===== src/rtl/dma_axi_wr_engine.sv =====
// dma_axi_wr_engine: drains a FWFT FIFO into memory as AXI4 INCR write bursts that never cross 4 KB
module dma_axi_wr_engine #(
  parameter int DWIDTH     = 32,
  parameter int AWIDTH     = 32,
  parameter int MAX_BURST  = 16,
  parameter int FIFO_DEPTH = 32,
  parameter int DLWIDTH    = 6
) (
  input  logic              clk,
  input  logic              rst,
  input  logic              start,
  input  logic [AWIDTH-1:0] dst_addr,
  input  logic [15:0]       num_beats,
  output logic              busy,
  output logic              done,
  output logic              error,
  output logic              fifo_pull,
  input  logic [DWIDTH-1:0] fifo_data,
  input  logic              fifo_empty,
  input  logic [DLWIDTH-1:0] fifo_depth_left,
  output logic [AWIDTH-1:0] awaddr,
  output logic [7:0]        awlen,
  output logic [2:0]        awsize,
  output logic [1:0]        awburst,
  output logic              awvalid,
  input  logic              awready,
  output logic [DWIDTH-1:0] wdata,
  output logic [3:0]        wstrb,
  output logic              wlast,
  output logic              wvalid,
  input  logic              wready,
  input  logic [1:0]        bresp,
  input  logic              bvalid,
  output logic              bready
);
  typedef enum logic [2:0] {IDLE, CALC, WAITF, ADDR, DATA, RESP, DONE} state_t;
  state_t            state_q;
  logic [AWIDTH-1:0] addr_q, awaddr_q;
  logic [15:0]       rem_q, len_q, room_d, lim_d, len_d, occ_d;
  logic [7:0]        cnt_q, awlen_q;
  logic              busy_q, done_q, error_q;
  // Burst length is the smallest of what is left, the burst cap and the words up to the next 4 KB page.
  always_comb begin
    room_d = {5'd0, 11'd1024 - {1'b0, addr_q[11:2]}};
    lim_d  = rem_q < 16'(MAX_BURST) ? rem_q : 16'(MAX_BURST);
    len_d  = lim_d < room_d ? lim_d : room_d;
    occ_d  = 16'(FIFO_DEPTH) - 16'(fifo_depth_left);
  end
  assign awaddr    = awaddr_q;
  assign awlen     = awlen_q;
  assign awsize    = 3'b010;
  assign awburst   = 2'b01;
  assign awvalid   = state_q == ADDR;
  assign wdata     = fifo_data;
  assign wstrb     = 4'hF;
  assign wvalid    = state_q == DATA && !fifo_empty;
  assign wlast     = state_q == DATA && cnt_q == awlen_q;
  assign fifo_pull = wvalid && wready;
  assign bready    = state_q == RESP;
  assign busy      = busy_q;
  assign done      = done_q;
  assign error     = error_q;
  // Transfer sequencer: size a burst, wait for the FIFO to hold all of it, then run AW, W and B in turn.
  always_ff @(posedge clk) begin
    if (!rst) begin
      state_q  <= IDLE;
      busy_q   <= 1'b0;
      done_q   <= 1'b0;
      error_q  <= 1'b0;
      addr_q   <= '0;
      rem_q    <= '0;
      len_q    <= '0;
      cnt_q    <= '0;
      awaddr_q <= '0;
      awlen_q  <= '0;
    end else begin
      case (state_q)
        IDLE: if (start) begin
          addr_q  <= {dst_addr[AWIDTH-1:2], 2'b00};
          rem_q   <= num_beats;
          error_q <= 1'b0;
          busy_q  <= 1'b1;
          state_q <= CALC;
        end
        CALC: if (rem_q == 16'd0) begin
          done_q  <= 1'b1;
          busy_q  <= 1'b0;
          state_q <= DONE;
        end else begin
          len_q    <= len_d;
          awaddr_q <= addr_q;
          awlen_q  <= 8'(len_d - 16'd1);
          state_q  <= WAITF;
        end
        WAITF: if (occ_d >= len_q) state_q <= ADDR;
        ADDR: if (awready) begin
          cnt_q   <= '0;
          state_q <= DATA;
        end
        DATA: if (fifo_pull) begin
          cnt_q <= cnt_q + 8'd1;
          if (wlast) state_q <= RESP;
        end
        RESP: if (bvalid) begin
          addr_q <= addr_q + (AWIDTH'(len_q) << 2);
          rem_q  <= rem_q - len_q;
          if (bresp != 2'b00) begin
            error_q <= 1'b1;
            done_q  <= 1'b1;
            busy_q  <= 1'b0;
            state_q <= DONE;
          end else state_q <= CALC;
        end
        DONE: begin
          done_q  <= 1'b0;
          state_q <= IDLE;
        end
        default: state_q <= IDLE;
      endcase
    end
  end
endmodule


===== config.mk =====
export PLATFORM = sky130hd
export DESIGN_NAME = dma_axi_wr_engine
export DESIGN_NICKNAME = d
export VERILOG_FILES = /design/src/rtl/dma_axi_wr_engine.sv
export SDC_FILE = /design/constraint.sdc
export NUM_CORES = 1
export LEC_CHECK = 0
export ABC_AREA = 0
export BUFFER_PORTS_ARGS = -buffer_cell sky130_fd_sc_hd__buf_2
export CORE_MARGIN = 5
export CORE_UTILIZATION = 37
export DETAILED_ROUTE_END_ITERATION = 7
export SLEW_MARGIN = 15
export SYNTH_ARGS = -nofsm -noshare
export SYNTH_HDL_FRONTEND = slang
export SYNTH_SLANG_ARGS = --single-unit

===== constraint.sdc =====
create_clock -name clk -period 6.9 [get_ports clk]
set_input_delay 1.035 -clock clk [delete_from_list [all_inputs] [get_ports clk]]
set_output_delay 1.035 -clock clk [all_outputs]
set_load 0.03 [all_outputs]

==> results.yml <==
route:
  drcViolationCount: 0
  routed_wl_mm: 21.78
  num_vias: 7249
  via_per_inst: 5.378
  routed_wire_length_per_instance_um: 16.16
  first_iter_violations: 399
  ant_nets: 0
  dr.pass1.iters: 5
outcome:
  status: "finished, final reports clean"
clock_tree:
  cts_buffer_depth: 2
  cts_made_buffers: 17
  cts_htree_levels: 4
  cts_setup_buffers: 0
  clkLatencyLatePin_ns: 0.42
  clkTransAtPathRegs_ns: 0.05
  cts_sinks: 114
  cts_tree: "built"
  hold_buffers: 0
  root_buffer: "clkbuf_16"
  cts_resized: 0
critical_path:
  critPathCaptureType: "flip-flop"
  critPathKind: "reg -> reg"
  max_stage_delay_ns: 0.53
  required_ns: 7.21
  slowest_stage: "dfxtp_1"
  crit_path_start_kind: "flip-flop"
  cp_data_arrival_time_ns: 4.33
  crit_fanout: 17
  crit_chain: "inv_2 -> ha_1 -> nor3b_1 -> xnor2_1 -> inv_1 -> ha_1 -> nand4_1 -> nor2_1 -> o21ai_1 -> a31o_1 -> a21oi_1 -> buf_4 -> mux2i_1 -> mux2i_1 -> a32o_1"
cells_and_area:
  final_common_cell: "nand2_1"
  n_antenna_cell: 0
  nets: 1223
  fin_cells: 1348
  syn_to_final_growth_pct: 13.76
  drive_gt1_frac: 0.1475
  final_cell_area_um2: 8783
  mostFrequentLayoutCells: "nand2_1, dfxtp_1, buf_2"
synthesis:
  yosysSeqAreaShare: 0.2956
  synth_top_family_by_area: "compound AO/OA/AOI/OAI gates"
  yosysWarnings: 0
  ys_types: 66
  synth-simple-area-share: 0.2076
  synth_seq_cells: 114
  synth_area_um2: 7721
  synth_flop_cell: "dfxtp_1"
  synthCells: 1013
  synth-edff-count: 0
  synth_compound_area_frac: 0.2374
  yosys.area_share.xor_xnor: 0.05445
  syn_area_per_cell_um2: 7.622
  muxShareOfSynthArea: 0.009237
  synthAdderAreaFrac: 0.1040
  async_reset_ff_frac: 0
pwr:
  leakagePower_nw: 3.729
  power.density_nw_per_um2: 454.9
  power.total_mw: 3.996
  ir_drop_mv: 0.1818
sta:
  fin_crit_sh: 0.5828
  finalClockSkew_ns: 0.01043
  max-slew-margin-rel: 0.3263
  finalSetupViolCount: 0
  fin_crit_ns: 4.021
  final-hold-violation-count: 0
  rsz0062_at_grt: "no"
  layout_setup_ws_ns: 2.879
  fmax_mhz: 248.7
  worst_slew_pin_slew_ns: 1.011
  setup_tns_ns: 0
  slew_viol_final: 0
place:
  io_buffers: 106
  place_inst: 1316
  dp_slack_ns: 2.971
  routabilityCongestion: 0.9108
  dpl.hpwl_mm: 15.75
  place_area_um2: 8202
die:
  die-width_um: 154.5
  fp.dieH_um: 154.5
  initial_utilization: 0.3791
  dieArea_um2: 23860
  core_area_um2: 20360
  pin_count: 184
  placementRows: 52
grt:
  overflow: 0
  grt_max_degree: 60
  grt_pass1_vias: 6914
  grt_pass1_wl_mm: 35.33
  grt_use_total: 0.1803
  antenna_found_initial: 0
hold_path:
  hold_class: "reg -> reg"
run:
  max_cap_viol_count: 0
-- metrics by stage --
step,util,hold slack (ns)
finish,0.4313,0.4500
global route,0.4313,0.4653
CTS,0.4313,0.4523
detailed placement,0.4027,0.4446
global placement,0.4027,0.4413
floorplan,-,0.4319
-- final timing paths --
check | startpoint | end | slack, ns | cells past startpoint
worst max-delay path | addr_q[2]$_SDFFE_PN0P_ | awlen[4]$_SDFFE_PN0P_ | 2.88 | 15
worst min-delay path | awaddr[10]$_SDFFE_PN0P_ | awaddr[10]$_SDFFE_PN0P_ | 0.45 | 2
worst max register to register | addr_q[2]$_SDFFE_PN0P_ | awlen[4]$_SDFFE_PN0P_ | 2.88 | 15
worst min register to register | awaddr[10]$_SDFFE_PN0P_ | awaddr[10]$_SDFFE_PN0P_ | 0.45 | 2
-- critical path, delay by kind of cell (launching register included) --
family | cells | cell delay [ns]
adder cells (fa/ha/maj) | 2 | 0.54
buffers and inverters | 3 | 0.58
XOR/XNOR | 1 | 0.33
AO/OA/AOI/OAI | 4 | 1.02
AND/OR/NAND/NOR | 3 | 0.36
flip-flops | 1 | 0.53
multiplexers | 2 | 0.54
-- final cells by class --
class / count / area, µm²
Clock buffer: 22 / 474.2
Timing Repair Buffer: 114 / 590.6
Tap cell: 270 / 337.8
Clock inverter: 10 / 107.6
Sequential cell: 114 / 2282
Fill cell: 2096 / 11580
Multi-Input combinational cell: 771 / 4815
Inverter: 47 / 176.4
-- registers in the layout (all words and copies together), names as in the netlist, 3 cells and up --
register,flops
addr_q,30
awaddr,30
len_q,16
rem_q,16
awlen,8
cnt_q,8
state_q,3
-- logic make-up after synthesis --
| kind of cell | count (synthesis) |
|---|---|
| xor+xnor | 48 |
| compound gates | 283 |
| mux | 7 |
| other cells | 2 |
| simple gates | 353 |
| buf+inv | 143 |
| flops | 114 |
| fa+ha+maj | 63 |
-- layer usage --
layer,track usage,part of all wire,vias to the layer above
met1,0.2432,0.48,3393
met5,0,0,-
met3,0.04303,0.054,31
met4,0.04962,0.017,0
li1,-,-,3668
met2,0.2891,0.45,157
-- cell usage after synthesis (12+ instances only) --
cell | n | area share
ha_1 | 61 | 0.099
a311oi_1 | 16 | 0.018
o21ai_0 | 39 | 0.025
nor3_1 | 24 | 0.016
nor2_1 | 76 | 0.037
o21ai_1 | 16 | 0.010
dfxtp_1 | 114 | 0.30
inv_1 | 41 | 0.020
or3_1 | 12 | 0.0097
xor2_1 | 24 | 0.027
a21o_1 | 12 | 0.012
nor4_1 | 13 | 0.011
buf_4 | 43 | 0.042
a21oi_1 | 96 | 0.062
xnor2_1 | 24 | 0.027
a211oi_1 | 20 | 0.019
nand3_1 | 31 | 0.020
nand2_1 | 147 | 0.071
clkbuf_1 | 48 | 0.023
-- report_power, final --
group          switching [mW]  internal, mW
logic                    1.30         0.800
clock network           0.312         0.556
registers               0.198         0.832
Note: power is estimated with default switching activity, not from simulation.
